==> config.mk <==
export PLATFORM = sky130hd
export DESIGN_NAME = mem_arbiter
export DESIGN_NICKNAME = d
export VERILOG_FILES = /design/src/rtl/mem_arb_pkg.sv /design/src/rtl/arb_pick.sv /design/src/rtl/mem_arbiter.sv
export SDC_FILE = /design/constraint.sdc
export NUM_CORES = 1
export LEC_CHECK = 0
export BUFFER_PORTS_ARGS = -buffer_cell sky130_fd_sc_hd__buf_2
export CAP_MARGIN = 20
export CELL_PAD_IN_SITES_DETAIL_PLACEMENT = 1
export CELL_PAD_IN_SITES_GLOBAL_PLACEMENT = 2
export CORE_MARGIN = 4
export CORE_UTILIZATION = 27
export CTS_BUF_LIST = sky130_fd_sc_hd__clkbuf_8
export DETAILED_ROUTE_END_ITERATION = 7
export PLACE_DENSITY = 0.81
export SLEW_MARGIN = 10
export SYNTH_ARGS = -nofsm -noshare
export SYNTH_HDL_FRONTEND = slang
export SYNTH_SLANG_ARGS = --single-unit
==> constraint.sdc <==
create_clock -name clock -period 2.7 [get_ports clock]
set_input_delay 0.54 -clock clock [delete_from_list [all_inputs] [get_ports clock]]
set_output_delay 0.54 -clock clock [all_outputs]
set_load 0.01 [all_outputs]
==> src/rtl/mem_arb_pkg.sv <==
// mem_arb_pkg: shared owner/state encodings
// for the RAM port arbiter.
package mem_arb_pkg;

    typedef enum logic [1:0] {
        OWN_CPU = 2'd0,
        OWN_VID = 2'd1,
        OWN_DMA = 2'd2
    } owner_t;

    typedef enum logic {
        SEL  = 1'b0,
        DATA = 1'b1
    } state_t;

endpackage

==> src/rtl/arb_pick.sv <==
// arb_pick: fixed-priority slot winner,
// with the CPU forced in once the guard is full.
import mem_arb_pkg::*;

module arb_pick (
    input  logic   vid_req,
    input  logic   dma_req,
    input  logic   guard_full,
    output owner_t owner
);

    // guard beats video beats DMA; CPU fills idle slots
    always_comb begin
        owner = OWN_CPU;
        priority case (1'b1)
            guard_full: owner = OWN_CPU;
            vid_req:    owner = OWN_VID;
            dma_req:    owner = OWN_DMA;
            default:    owner = OWN_CPU;
        endcase
    end

endmodule

==> src/rtl/mem_arbiter.sv <==
// mem_arbiter: two-cycle slots (SEL, DATA) sharing
// one byte RAM port between CPU, video and DMA.
import mem_arb_pkg::*;

module mem_arbiter #(
    parameter int CPU_GUARANTEE = 4,
    parameter int AW            = 20
) (
    input  logic          clock,
    input  logic          reset_n,
    input  logic [AW-1:0] cpu_address,
    input  logic [7:0]    cpu_out,
    input  logic          cpu_we,
    output logic [7:0]    cpu_in,
    output logic          cpu_ce,
    input  logic          vid_req,
    input  logic [AW-1:0] vid_address,
    output logic          vid_ack,
    output logic [7:0]    vid_data,
    input  logic          dma_req,
    input  logic          dma_we,
    input  logic [AW-1:0] dma_address,
    input  logic [7:0]    dma_wdata,
    output logic          dma_ack,
    output logic [7:0]    dma_rdata,
    output logic [AW-1:0] mem_address,
    output logic [7:0]    mem_wdata,
    output logic          mem_we,
    input  logic [7:0]    mem_rdata
);

    localparam int GW = $clog2(CPU_GUARANTEE + 1);
    localparam logic [GW-1:0] GMAX = GW'(CPU_GUARANTEE);

    state_t        state;
    owner_t        owner;
    owner_t        winner;
    logic [GW-1:0] guard;
    logic          guard_full;
    logic [AW-1:0] addr_q;
    logic [7:0]    wdata_q;
    logic [7:0]    cpu_in_q;
    logic [7:0]    vid_data_q;
    logic [7:0]    dma_rdata_q;
    logic [AW-1:0] win_addr;
    logic [7:0]    win_wdata;
    logic          win_we;
    logic          sel_act;
    logic          dat_act;

    assign guard_full = (guard == GMAX);

    arb_pick u_pick (
        .vid_req    (vid_req),
        .dma_req    (dma_req),
        .guard_full (guard_full),
        .owner      (winner)
    );

    // RAM request of whichever requester wins this SEL
    always_comb begin
        win_addr  = cpu_address;
        win_wdata = cpu_out;
        win_we    = cpu_we;
        case (winner)
            OWN_VID: begin
                win_addr  = vid_address;
                win_wdata = 8'h00;
                win_we    = 1'b0;
            end
            OWN_DMA: begin
                win_addr  = dma_address;
                win_wdata = dma_wdata;
                win_we    = dma_we;
            end
            default: ;
        endcase
    end

    // slot FSM, guard counter and per-owner data holding
    always_ff @(posedge clock) begin
        if (!reset_n) begin
            state       <= SEL;
            owner       <= OWN_CPU;
            guard       <= '0;
            addr_q      <= '0;
            wdata_q     <= '0;
            cpu_in_q    <= '0;
            vid_data_q  <= '0;
            dma_rdata_q <= '0;
        end else begin
            case (state)
                SEL: begin
                    owner   <= winner;
                    addr_q  <= win_addr;
                    wdata_q <= win_wdata;
                    state   <= DATA;
                    if (winner == OWN_CPU)
                        guard <= '0;
                    else if (!guard_full)
                        guard <= guard + GW'(1);
                end
                DATA: begin
                    state <= SEL;
                    case (owner)
                        OWN_VID: vid_data_q  <= mem_rdata;
                        OWN_DMA: dma_rdata_q <= mem_rdata;
                        default: cpu_in_q    <= mem_rdata;
                    endcase
                end
                default: state <= SEL;
            endcase
        end
    end

    // reset_n masks everything at once, so a slot
    // caught by reset never pulses its ack
    always_comb begin
        sel_act     = reset_n && (state == SEL);
        dat_act     = reset_n && (state == DATA);
        cpu_ce      = dat_act && (owner == OWN_CPU);
        vid_ack     = dat_act && (owner == OWN_VID);
        dma_ack     = dat_act && (owner == OWN_DMA);
        mem_we      = sel_act && win_we;
        mem_address = '0;
        mem_wdata   = '0;
        if (sel_act) begin
            mem_address = win_addr;
            mem_wdata   = win_wdata;
        end else if (reset_n) begin
            mem_address = addr_q;
            mem_wdata   = wdata_q;
        end
        cpu_in    = !reset_n ? 8'h00 :
                    cpu_ce ? mem_rdata : cpu_in_q;
        vid_data  = !reset_n ? 8'h00 :
                    vid_ack ? mem_rdata : vid_data_q;
        dma_rdata = !reset_n ? 8'h00 :
                    dma_ack ? mem_rdata : dma_rdata_q;
    end

endmodule

==> results of run 1 <==
layout make-up:
cell class	instances	area, um^2	share of cell area, %
Clock inverter	6	26.28	0.5327
Inverter	8	32.53	0.6596
Clock buffer	10	137.6	2.790
Tap cell	143	178.9	3.628
Timing Repair Buffer	181	1097	22.25
Sequential cell	58	1165	23.62
Multi-Input combinational cell	258	2295	46.52
cell usage after synthesis, types with 4 or more instances:
master and count:
sky130_fd_sc_hd__dfxtp_1 58, sky130_fd_sc_hd__nand2_1 40, sky130_fd_sc_hd__nor3b_1 38, sky130_fd_sc_hd__a21boi_0 35
sky130_fd_sc_hd__a221oi_2 20, sky130_fd_sc_hd__o22ai_1 19, sky130_fd_sc_hd__nand3_1 18, sky130_fd_sc_hd__nor2_1 18
sky130_fd_sc_hd__buf_2 17, sky130_fd_sc_hd__o21ai_0 15, sky130_fd_sc_hd__nor2b_1 11, sky130_fd_sc_hd__clkbuf_1 10
sky130_fd_sc_hd__a221oi_1 8, sky130_fd_sc_hd__ha_1 8, sky130_fd_sc_hd__mux2i_1 8, sky130_fd_sc_hd__inv_1 7
sky130_fd_sc_hd__o21ai_1 4
worst reg2reg max path, stage by stage, from the launching register on:
cell and delay, ps:
sky130_fd_sc_hd__dfxtp_2 330, sky130_fd_sc_hd__inv_2 40, sky130_fd_sc_hd__ha_4 160, sky130_fd_sc_hd__nand2_4 90
sky130_fd_sc_hd__nand3_4 100, sky130_fd_sc_hd__ha_4 230, sky130_fd_sc_hd__or2_4 300, sky130_fd_sc_hd__clkbuf_16 190
sky130_fd_sc_hd__a221oi_4 220, sky130_fd_sc_hd__buf_4 150, sky130_fd_sc_hd__buf_4 90, sky130_fd_sc_hd__nor3b_1 40
routing by layer:
| metal | routed length, um | GRT usage [%] | vias to the layer above |
|---|---|---|---|
| li1 | - | - | 1626 |
| met1 | 5011 | 20.23 | 1600 |
| met2 | 5843 | 28.11 | 100 |
| met3 | 724 | 4.767 | 16 |
| met4 | 150 | 4.176 | 2 |
| met5 | 7 | 0 | - |
sequential cells by signal, summed over array words and instances (netlist names):
register / count
vid_data_q: 8
owner: 2
dma_rdata_q: 8
addr_q: 20
cpu_in_q: 8
state: 1
guard: 3
wdata_q: 8
what timing repair did:
action / CTS / global route
gates cloned: 4 / 1
resized for setup: 45 / 36
pin swaps: 9 / 16
endpoints found under the setup margin: 29 / 40
setup buffers: 9 / 12
hold endpoints to repair: 0 / 0
path summary, 6_finish.rpt:
path	to	from	depth (start not counted)	slack (ps)
max	mem_address[10]	guard[1]	10	-80
min	dma_rdata_q[1]	dma_rdata_q[1]	2	470
max reg2reg	addr_q[16]	guard[1]	11	660
min reg2reg	dma_rdata_q[1]	dma_rdata_q[1]	2	470
cell families after synthesis:
kind of cell | count (synthesis) | synth area share [%]
DFF | 58 | 36.59
buffers and inverters | 41 | 6.585
adders and majority gates | 8 | 3.155
muxes | 8 | 2.524
and+or+nand+nor | 135 | 23.30
AOI/OAI and AO/OA | 106 | 27.84
power groups by stage:
stage | logic (W) | clock network (W) | registers [W]
finish | 0.000729 | 0.000692 | 0.000940
global route | 0.000792 | 0.000755 | 0.000945
detailed placement | 0.000513 | 0 | 0.000957
global placement | 0.000500 | 0 | 0.000954
CTS | 0.000621 | 0.000723 | 0.000939
floorplan | 0.000321 | 0 | 0.000947
stage by stage:
stage               power, W  instances  worst slack, ps  hold WS, ps
floorplan           0.001268        356            258.2        445.4
global placement    0.001455        622            30.71        452.7
detailed placement  0.001471        622           -101.2        465.9
CTS                 0.002284        651           -84.11        450.4
global route        0.002492        664           -202.0        483.7
finish              0.002361        664           -80.77        466.7
==> results_tabular.tex, run 1 <==
\begin{tabular}{lr}
\hline
Metric & Value \\
\hline
\multicolumn{2}{l}{\textbf{Pwr}} \\
Switching power share of the total & 32.09\% \\
P per Cell Area & 478.7 mW/mm\^{}2 \\
Sequential share of power & 39.8\% \\
Int Power & 0.001603 W \\
Combinational power share & 30.9\% \\
VDD IR max & 0.1745 mV \\
Clock power frac & 29.3\% \\
Switching power summed over all nets & 0.0007576 W \\
Cell leakage power & 2.133 nW \\
\multicolumn{2}{l}{\textbf{Critical path}} \\
Critical Setup Path Class & reg -> out \\
Cells traversed along the worst timing path & inv\_2 > ha\_4 > nand2\_4 > nand3\_4 > ha\_4 > or2\_4 > buf\_16 > a221oi\_2 > nor3b\_1 > buf\_2 \\
Data required time at the worst endpoint & 2160 ps \\
Most used cell along the critical path & sky130\_fd\_sc\_hd\_\_ha\_4 \\
Type of destination of the critical path & output pin \\
Cell class contributing the biggest share of worst-path delay & simple AND/OR/NAND/NOR gates \\
Worst endpoint data arrival time & 2240 ps \\
Maximum cell stage delay along the critical path & 330 ps \\
Crit start category & register \\
Slowest CP cell & sky130\_fd\_sc\_hd\_\_dfxtp\_2 \\
Count of buffer and inverter cells on the critical path & 3 \\
Crit Path Max Fanout & 5 \\
\multicolumn{2}{l}{\textbf{Floorplanning}} \\
Placeable core area & 0.01147 mm\^{}2 \\
Std-Cell Rows & 39 \\
Die span in y & 116.4 um \\
Initial Util & 27.67\% \\
Die Footprint & 0.01355 mm\^{}2 \\
Die width & 116.4 um \\
Io pins & 146 \\
\multicolumn{2}{l}{\textbf{Logic synthesis}} \\
Count of yosys warnings during synthesis & 0 \\
Most area-consuming cells after synthesis & sky130\_fd\_sc\_hd\_\_dfxtp\_1 (37\%), sky130\_fd\_sc\_hd\_\_a221oi\_2 (9.5\%), sky130\_fd\_sc\_hd\_\_nor3b\_1 (9.0\%), sky130\_fd\_sc\_hd\_\_a21boi\_0 (8.3\%), sky130\_fd\_sc\_hd\_\_nand2\_1 (4.7\%) \\
EDFF count, synth & 0 \\
Synth cell types & 31 \\
Yosys top cell by area & sky130\_fd\_sc\_hd\_\_dfxtp\_1 \\
Proportion of netlist area held by the largest area contributor & 36.59\% \\
Syn nets & 454 \\
Post-Syn Area per Cell & 8.913 um\^{}2 \\
Post-Syn Instances & 356 \\
Share of synthesized area occupied by flip-flops and latches & 36.59\% \\
Share of flip-flops with an asynchronous set or reset & 0\% \\
Most used flip-flop cell after synthesis & sky130\_fd\_sc\_hd\_\_dfxtp\_1 \\
Register bit count reported by yosys & 58 \\
Post-synthesis instance area & 0.003173 mm\^{}2 \\
\multicolumn{2}{l}{\textbf{STA}} \\
Min Clock Period, post-route & 2781 ps \\
Final hold violations & 0 \\
Number of slew-limit violations in the final report & 0 \\
Post-Route Skew & 9.764 ps \\
Remaining max-slew budget at the tightest pin & 60.47\% \\
Final setup violation count & 20 \\
Tcrit/Tclk final & 103.0\% \\
Unrepaired setup endpoints after global routing & yes \\
TNS Setup & -1039 ps \\
PnR worst setup slack & -80.77 ps \\
Actual transition at the worst max-transition pin & 592.1 ps \\
Fmax & 359.6 MHz \\
\multicolumn{2}{l}{\textbf{Place}} \\
IO Port Bufs & 145 \\
Placed Instance Area & 0.003994 mm\^{}2 \\
GP Congestion & 0.7737 \\
Detailed Place HPWL & 7.604 mm \\
\multicolumn{2}{l}{\textbf{Final layout}} \\
Most common library cell in the layout ignoring fill and taps & sky130\_fd\_sc\_hd\_\_buf\_2 \\
Leading cell types in the layout, fill and taps excluded & sky130\_fd\_sc\_hd\_\_buf\_2 (145), sky130\_fd\_sc\_hd\_\_dfxtp\_1 (55), sky130\_fd\_sc\_hd\_\_nand2\_1 (38) \\
Share of final-layout standard cells stronger than drive strength 1 & 48.56\% \\
Final core utilization & 43.01\% \\
Synthesis-to-layout area growth & 55.44\% \\
Filler instances & 1365 \\
Nets & 614 \\
Area of all placed cells without fillers & 0.004932 mm\^{}2 \\
Antenna diode count & 0 \\
\multicolumn{2}{l}{\textbf{Job}} \\
Total of max-cap violations & 0 \\
\multicolumn{2}{l}{\textbf{Clock network}} \\
Number of buffers inserted for hold repair after clock tree synthesis & 0 \\
Clock tree from TritonCTS & yes \\
Clock root buffer master & sky130\_fd\_sc\_hd\_\_clkbuf\_8 \\
Buffer depth of the longest clock path & 2 \\
Clock slew seen by the registers of the worst setup and hold paths & 60 ps \\
Number of buffers created by CTS & 9 \\
Clock latency reported for the late side of the worst-skew pair & 340 ps \\
Number of H-tree levels & 3 \\
Number of sinks driven by the clock tree & 58 \\
\multicolumn{2}{l}{\textbf{Run status}} \\
Violations in the final reports & negative setup slack \\
Run status & complete, but fails checks \\
\multicolumn{2}{l}{\textbf{Drt}} \\
Violation count after the first detailed-route iteration & 143 \\
Vias after detailed routing & 3344 \\
Drt drc & 0 \\
Per-cell via count in the routed design & 5.036 \\
Wire length per cell & 17.67 um \\
Routed WL & 11.74 mm \\
Post-route ant nets & 0 \\
Pre-antenna DRT Iters & 4 \\
\multicolumn{2}{l}{\textbf{Global route}} \\
Maximum number of pins on one net before global-route repair & 44 \\
Grt ovf & 0 \\
First-pass GRT wire length & 17.46 mm \\
Via count of the first global-routing pass & 3426 \\
Global-route usage over all layers & 16.41\% \\
Number of antenna violations at the first check in global routing & 1 \\
\multicolumn{2}{l}{\textbf{Min path}} \\
Worst hold path class & reg -> reg \\
\hline
\end{tabular}
Power figures use the tool's default switching activity.
==> run 2: changes to the inputs <==
Settings changed: ABC_AREA from default to 1, CORE_UTILIZATION 27 to 24, GPL_ROUTABILITY_DRIVEN from default to 0, PLACE_DENSITY 0.81 to 0.82.
Clock period 2.7 ns to 2.8 ns, I/O delays scaled along.
==> results_tabular.tex, run 2 <==
\begin{tabular}{lr}
\hline
Metric & Value \\
\hline
\multicolumn{2}{l}{\textbf{Global route}} \\
Via count of the first global-routing pass & 3462 \\
Global-route usage over all layers & 14.97\% \\
First-pass GRT wire length & 17.15 mm \\
Number of antenna violations at the first check in global routing & 0 \\
Maximum number of pins on one net before global-route repair & 33 \\
Grt ovf & 0 \\
\multicolumn{2}{l}{\textbf{Clock network}} \\
Clock latency reported for the late side of the worst-skew pair & 340 ps \\
Buffer depth of the longest clock path & 2 \\
Number of sinks driven by the clock tree & 58 \\
Clock root buffer master & sky130\_fd\_sc\_hd\_\_clkbuf\_8 \\
Number of H-tree levels & 3 \\
Clock tree from TritonCTS & yes \\
Clock slew seen by the registers of the worst setup and hold paths & 70 ps \\
Number of buffers created by CTS & 9 \\
\multicolumn{2}{l}{\textbf{Final layout}} \\
Biggest register & addr\_q \\
Leading cell types in the layout, fill and taps excluded & sky130\_fd\_sc\_hd\_\_buf\_2 (133), sky130\_fd\_sc\_hd\_\_nand2\_1 (132), sky130\_fd\_sc\_hd\_\_dfxtp\_1 (56) \\
Area of all placed cells without fillers & 0.004541 mm\^{}2 \\
Antenna diode count & 0 \\
Nets & 696 \\
Share of final-layout standard cells stronger than drive strength 1 & 45.27\% \\
Most common library cell in the layout ignoring fill and taps & sky130\_fd\_sc\_hd\_\_buf\_2 \\
Synthesis-to-layout area growth & 55.22\% \\
Flip-flop count of the largest register after layout & 20 \\
\multicolumn{2}{l}{\textbf{Job}} \\
Total of max-cap violations & 0 \\
\multicolumn{2}{l}{\textbf{Critical path}} \\
Crit Path Max Fanout & 6 \\
Crit start category & register \\
Worst endpoint data arrival time & 2190 ps \\
Launching instance or port of the critical path & guard[0] \\
Critical R2R Launch & guard[0] \\
Critical Setup Path Class & reg -> out \\
Type of destination of the critical path & output pin \\
Data required time at the worst endpoint & 2240 ps \\
\multicolumn{2}{l}{\textbf{Drt}} \\
Drt drc & 0 \\
Routed WL & 10.78 mm \\
Vias after detailed routing & 3414 \\
Per-cell via count in the routed design & 4.552 \\
Post-route ant nets & 0 \\
Violation count after the first detailed-route iteration & 121 \\
Pre-antenna DRT Iters & 4 \\
Wire length per cell & 14.37 um \\
\multicolumn{2}{l}{\textbf{Logic synthesis}} \\
Proportion of netlist area held by the largest area contributor & 39.69\% \\
Post-synthesis xor/xnor area fraction & 0\% \\
Post-synthesis compound-gate area fraction & 17.19\% \\
Share of synthesized area occupied by flip-flops and latches & 39.69\% \\
Share of flip-flops with an asynchronous set or reset & 0\% \\
Syn nets & 532 \\
Post-Syn Area per Cell & 6.740 um\^{}2 \\
Largest family of logic cells by synthesized area & simple AND/OR/NAND/NOR gates \\
Count of yosys warnings during synthesis & 0 \\
Simple-gate share of the synthesized area & 30.41\% \\
Post-Syn Instances & 434 \\
Most numerous cell in the Yosys netlist & sky130\_fd\_sc\_hd\_\_nand2\_1 \\
Yosys top cell by area & sky130\_fd\_sc\_hd\_\_dfxtp\_1 \\
Most area-consuming cells after synthesis & sky130\_fd\_sc\_hd\_\_dfxtp\_1 (40\%), sky130\_fd\_sc\_hd\_\_nand2\_1 (22\%), sky130\_fd\_sc\_hd\_\_o21ai\_0 (6.8\%), sky130\_fd\_sc\_hd\_\_a21oi\_1 (6.7\%), sky130\_fd\_sc\_hd\_\_nand3\_1 (5.5\%) \\
Most used flip-flop cell after synthesis & sky130\_fd\_sc\_hd\_\_dfxtp\_1 \\
Synth cell types & 21 \\
EDFF count, synth & 0 \\
Register bit count reported by yosys & 58 \\
List of most frequent post-synthesis cells & sky130\_fd\_sc\_hd\_\_nand2\_1 (174), sky130\_fd\_sc\_hd\_\_dfxtp\_1 (58), sky130\_fd\_sc\_hd\_\_o21ai\_0 (40) \\
Post-synthesis instance area & 0.002925 mm\^{}2 \\
Adder and majority gate portion of the synthesized area & 3.422\% \\
Share of synthesized area spent on multiplexers & 0\% \\
\multicolumn{2}{l}{\textbf{STA}} \\
Final hold violations & 0 \\
Actual transition at the worst max-transition pin & 572.6 ps \\
Number of slew-limit violations in the final report & 0 \\
Unrepaired setup endpoints after global routing & yes \\
Fmax & 363.9 MHz \\
Min Clock Period, post-route & 2748 ps \\
Tcrit/Tclk final & 98.13\% \\
TNS Setup & 0 ps \\
Final hold slack & 453.2 ps \\
PnR worst setup slack & 52.30 ps \\
Post-Route Skew & 11.35 ps \\
Remaining max-slew budget at the tightest pin & 61.79\% \\
Final setup violation count & 0 \\
\multicolumn{2}{l}{\textbf{Pwr}} \\
VDD IR max & 0.2100 mV \\
Cell leakage power & 2.470 nW \\
P per Cell Area & 500.7 mW/mm\^{}2 \\
\multicolumn{2}{l}{\textbf{Run status}} \\
Run status & finished clean \\
\multicolumn{2}{l}{\textbf{Floorplanning}} \\
Placeable core area & 0.01196 mm\^{}2 \\
Die Footprint & 0.01402 mm\^{}2 \\
Std-Cell Rows & 40 \\
Initial Util & 24.46\% \\
Die span in y & 118.4 um \\
Die width & 118.4 um \\
Io pins & 146 \\
\multicolumn{2}{l}{\textbf{Place}} \\
Placed Instance Area & 0.003731 mm\^{}2 \\
IO Port Bufs & 145 \\
Post-placement worst setup slack & 28.29 ps \\
Detailed Place HPWL & 7.602 mm \\
\multicolumn{2}{l}{\textbf{Min path}} \\
Source of the worst hold timing path & addr\_q[15] \\
Worst hold path class & reg -> reg \\
\hline
\end{tabular}
[run 2: changes by cell type after synthesis, moves of 8 or more]
cell	change
sky130_fd_sc_hd__o21ai_0	+25
sky130_fd_sc_hd__a21boi_0	-28
sky130_fd_sc_hd__nor3b_1	-38
sky130_fd_sc_hd__a21oi_1	+38
sky130_fd_sc_hd__o22ai_1	-17
sky130_fd_sc_hd__inv_1	+17
sky130_fd_sc_hd__nand2_1	+134
sky130_fd_sc_hd__mux2i_1	-8
sky130_fd_sc_hd__nor2b_1	-11
sky130_fd_sc_hd__a221oi_2	-20
sky130_fd_sc_hd__a221oi_1	-8
sky130_fd_sc_hd__clkbuf_1	-8
sky130_fd_sc_hd__nand3_1	+14
[run 2: area by class of cell]
cell class	count	area (um^2)
clock buffer	9	123.9
clock inverter	7	93.84
fill	1532	7421
inverter	26	100.1
multi-input combinational	325	1770
sequential	58	1164
tap	147	183.9
timing repair buffer	178	1105
[run 2: cell families after synthesis]
group | Yosys count
AOI/OAI and AO/OA | 96
and+or+nand+nor | 221
buffers and inverters | 51
DFF | 58
adders and majority gates | 8
[run 2: path summary, 6_finish.rpt]
check	slack, ps	depth (start not counted)	end
setup / recovery	50	14	mem_address[9]
hold / removal	450	2	addr_q[15]
setup reg to reg	910	14	addr_q[8]
hold reg to reg	450	2	addr_q[15]
[run 2: power by group]
group          total (W)  internal, W  switching, W
registers       0.000897     0.000879     0.0000178
clock network   0.000870     0.000499      0.000371
logic           0.000507     0.000228      0.000279
[run 2: routing by layer]
layer,up-vias,GRT usage [%],wire length [um]
li1,1729,-,-
met4,0,3.693,101
met2,108,25.40,5129
met1,1569,18.51,4768
met5,-,0,0
met3,8,4.641,776
[run 2: stage by stage]
stage / util [%] / power, W / std cells
2_1_floorplan: - / 0.001146 / 434
3_3_place_gp: 31.19 / 0.001302 / 710
3_5_place_dp: 31.19 / 0.001312 / 710
4_1_cts: 34.42 / 0.002231 / 734
5_1_grt: 37.96 / 0.002407 / 750
6_report: 37.96 / 0.002273 / 750
[run 2: critical path, cell delays in order, from the launching register on]
cell and delay (ps):
sky130_fd_sc_hd__dfxtp_2 330, sky130_fd_sc_hd__inv_2 70, sky130_fd_sc_hd__ha_4 150, sky130_fd_sc_hd__nand2_4 70, sky130_fd_sc_hd__nand2_4 110, sky130_fd_sc_hd__inv_4 40
sky130_fd_sc_hd__ha_4 270, sky130_fd_sc_hd__nor2_4 160, sky130_fd_sc_hd__buf_6 120, sky130_fd_sc_hd__buf_6 120, sky130_fd_sc_hd__nand2_1 50, sky130_fd_sc_hd__nand3_1 80
sky130_fd_sc_hd__nand2_1 70, sky130_fd_sc_hd__nand2_1 80, sky130_fd_sc_hd__buf_2 130
[run 2: what timing repair did]
| item | 4_1_cts | 5_1_grt |
|---|---|---|
| gates resized for setup | 32 | 95 |
| pin swaps | 7 | 28 |
| setup buffers | 3 | 15 |
| setup endpoints to repair | 29 | 29 |
| hold buffers | 0 | 0 |
| cloned | 5 | 1 |
==> run 3: changes to the inputs <==
Settings changed: ABC_AREA 1 to default, CORE_UTILIZATION 24 to 27, PLACE_DENSITY 0.82 to 0.81.
==> results_tabular.tex, run 3 (synthesis gave the netlist of run 1 again) <==
\begin{tabular}{lr}
\hline
Metric & Value \\
\hline
\multicolumn{2}{l}{\textbf{Run status}} \\
Run status & complete, but fails checks \\
Violations in the final reports & negative setup slack \\
\multicolumn{2}{l}{\textbf{STA}} \\
TNS Setup & -56.30 ps \\
Final setup violation count & 4 \\
Fmax & 354.0 MHz \\
Remaining max-slew budget at the tightest pin & 58.19\% \\
Final hold slack & 471.3 ps \\
Min Clock Period, post-route & 2825 ps \\
Post-Route Skew & 7.783 ps \\
Actual transition at the worst max-transition pin & 626.3 ps \\
Tcrit/Tclk final & 100.9\% \\
PnR worst setup slack & -24.65 ps \\
Number of slew-limit violations in the final report & 0 \\
Unrepaired setup endpoints after global routing & yes \\
Final hold violations & 0 \\
\multicolumn{2}{l}{\textbf{Floorplanning}} \\
Die Footprint & 0.01355 mm\^{}2 \\
Placeable core area & 0.01147 mm\^{}2 \\
Die width & 116.4 um \\
Std-Cell Rows & 39 \\
Initial Util & 27.67\% \\
Die span in y & 116.4 um \\
Io pins & 146 \\
\multicolumn{2}{l}{\textbf{Drt}} \\
Drt drc & 0 \\
Vias after detailed routing & 3304 \\
Per-cell via count in the routed design & 5.067 \\
Post-route ant nets & 0 \\
Violation count after the first detailed-route iteration & 117 \\
Routed wl met2 & 5.655 mm \\
Detailed-routing wirelength on met1 & 4.911 mm \\
Routed WL & 11.41 mm \\
Top layer used by detailed routing & met4 \\
Met3 wire length & 697 um \\
Wire length per cell & 17.50 um \\
Pre-antenna DRT Iters & 4 \\
\multicolumn{2}{l}{\textbf{Critical path}} \\
Number of cell instances on the worst register-to-register path & 10 \\
Cells traversed along the worst timing path & inv\_2 > ha\_4 > nand2\_4 > nand3\_4 > ha\_4 > or2\_4 > buf\_12 > a221oi\_4 > nor3b\_2 > buf\_2 \\
Critical Setup Path Class & reg -> out \\
Crit start category & register \\
Critical R2R Launch & guard[0] \\
Data required time at the worst endpoint & 2240 ps \\
Maximum cell stage delay along the critical path & 330 ps \\
Capturing point of the worst reg2reg path & addr\_q[1] \\
Setup slack of the most critical reg-to-reg path & 800 ps \\
Worst endpoint data arrival time & 2260 ps \\
Type of destination of the critical path & output pin \\
Most used cell along the critical path & sky130\_fd\_sc\_hd\_\_ha\_4 \\
Crit Path Max Fanout & 10 \\
Slowest CP cell & sky130\_fd\_sc\_hd\_\_dfxtp\_2 \\
\multicolumn{2}{l}{\textbf{Global route}} \\
Via count of the first global-routing pass & 3513 \\
Maximum number of pins on one net before global-route repair & 46 \\
First-pass GRT wire length & 17.50 mm \\
Number of antenna violations at the first check in global routing & 0 \\
Global-route usage over all layers & 16.20\% \\
Grt ovf & 0 \\
\multicolumn{2}{l}{\textbf{Clock network}} \\
Clock root buffer master & sky130\_fd\_sc\_hd\_\_clkbuf\_8 \\
Buffer depth of the longest clock path & 2 \\
Number of H-tree levels & 3 \\
Number of buffers created by CTS & 9 \\
Clock latency reported for the late side of the worst-skew pair & 330 ps \\
Number of sinks driven by the clock tree & 58 \\
Clock tree from TritonCTS & yes \\
Clock slew seen by the registers of the worst setup and hold paths & 70 ps \\
Number of buffers inserted for hold repair after clock tree synthesis & 0 \\
\multicolumn{2}{l}{\textbf{Place}} \\
Post-placement worst setup slack & 9.483 ps \\
Detailed Place HPWL & 7.672 mm \\
IO Port Bufs & 145 \\
\multicolumn{2}{l}{\textbf{Min path}} \\
Source of the worst hold timing path & vid\_data\_q[6] \\
Worst hold path class & reg -> reg \\
Worst hold path depth & 2 \\
Worst Hold End & vid\_data\_q[6] \\
\multicolumn{2}{l}{\textbf{Final layout}} \\
Share of final-layout standard cells stronger than drive strength 1 & 46.76\% \\
Most common library cell in the layout ignoring fill and taps & sky130\_fd\_sc\_hd\_\_buf\_2 \\
Filler instances & 1351 \\
Synthesis-to-layout area growth & 53.27\% \\
Antenna diode count & 0 \\
Leading cell types in the layout, fill and taps excluded & sky130\_fd\_sc\_hd\_\_buf\_2 (145), sky130\_fd\_sc\_hd\_\_dfxtp\_1 (56), sky130\_fd\_sc\_hd\_\_nand2\_1 (38) \\
Biggest register & addr\_q \\
Flip-flop count of the largest register after layout & 20 \\
Nets & 602 \\
\multicolumn{2}{l}{\textbf{Job}} \\
Total of max-cap violations & 0 \\
\multicolumn{2}{l}{\textbf{Pwr}} \\
P per Cell Area & 511.6 mW/mm\^{}2 \\
Cell leakage power & 2.069 nW \\
VDD IR max & 0.1992 mV \\
\hline
\end{tabular}
-- run 3: cell types whose count changed in the layout (fill, tap and decap cells not counted), sizes merged, moves of 9 or more --
cell | previous run | this run
o21ai | 47 | 19
nand2 | 175 | 40
a21oi | 39 | 1
nand3 | 32 | 18
buf | 178 | 169
a221oi | 0 | 28
nor3b | 0 | 38
a21boi | 8 | 36
inv | 26 | 8
o22ai | 2 | 19
nor2b | 0 | 11
-- run 3: final cells by class --
type                    instances  area, um^2  area share [%]
multi-input cells             257        2275           46.77
flip-flops and latches         58        1164           23.93
repair buffers                170       978.4           20.12
well taps                     143       178.9           3.679
clock buffers                  12       165.2           3.396
clock inverters                 4       72.57           1.492
inverters                       8       30.03          0.6174
-- run 3: per-layer routing --
layer / global-route usage [%] / vias up
met4: 4.718 / 0
met2: 27.42 / 95
met1: 20.27 / 1591
li1: - / 1603
met5: 0 / -
met3: 4.249 / 15
-- run 3: stage by stage --
step | std cells | total power [W] | instance area (um^2) | util, %
after floorplan | 356 | 0.001223 | 3173 | -
after global placement | 621 | 0.001399 | 3986 | 34.76
after detailed placement | 621 | 0.001414 | 3986 | 34.76
after CTS | 641 | 0.002422 | 4467 | 38.95
after global routing | 652 | 0.002617 | 4863 | 42.41
final | 652 | 0.002488 | 4863 | 42.41
-- run 3: worst max-delay path, delay by kind of cell (launching register included) --
kind / cells / cell delay (ps)
and+or+nand+nor: 4 / 560
adders and majority gates: 2 / 410
buffers and inverters: 3 / 380
DFF: 1 / 330
AOI/OAI and AO/OA: 1 / 240
-- run 3: worst max-delay path by stage --
stage                                 end  slack, ps  startpoint  cells past startpoint
after floorplan            mem_address[0]        340    guard[0]                     10
after global placement    mem_address[13]        110    guard[0]                     10
after detailed placement  mem_address[13]          9    guard[0]                     10
after CTS                    mem_wdata[6]         -5    guard[0]                     11
after global routing       mem_address[9]       -110    guard[0]                     10
final                      mem_address[1]        -20    guard[0]                     10
-- run 3: what timing repair did --
item | CTS | global route
setup buffers | 3 | 10
cloned | 1 | 1
endpoints found under the setup margin | 29 | 28
pin swaps | 3 | 6
gates resized for setup | 30 | 38
-- run 3: power breakdown --
part           switching, W  leakage [nW]  internal [W]
Combinational      0.000357          1.47      0.000303
Sequential        0.0000226         0.478      0.000882
Clock              0.000350         0.119      0.000573
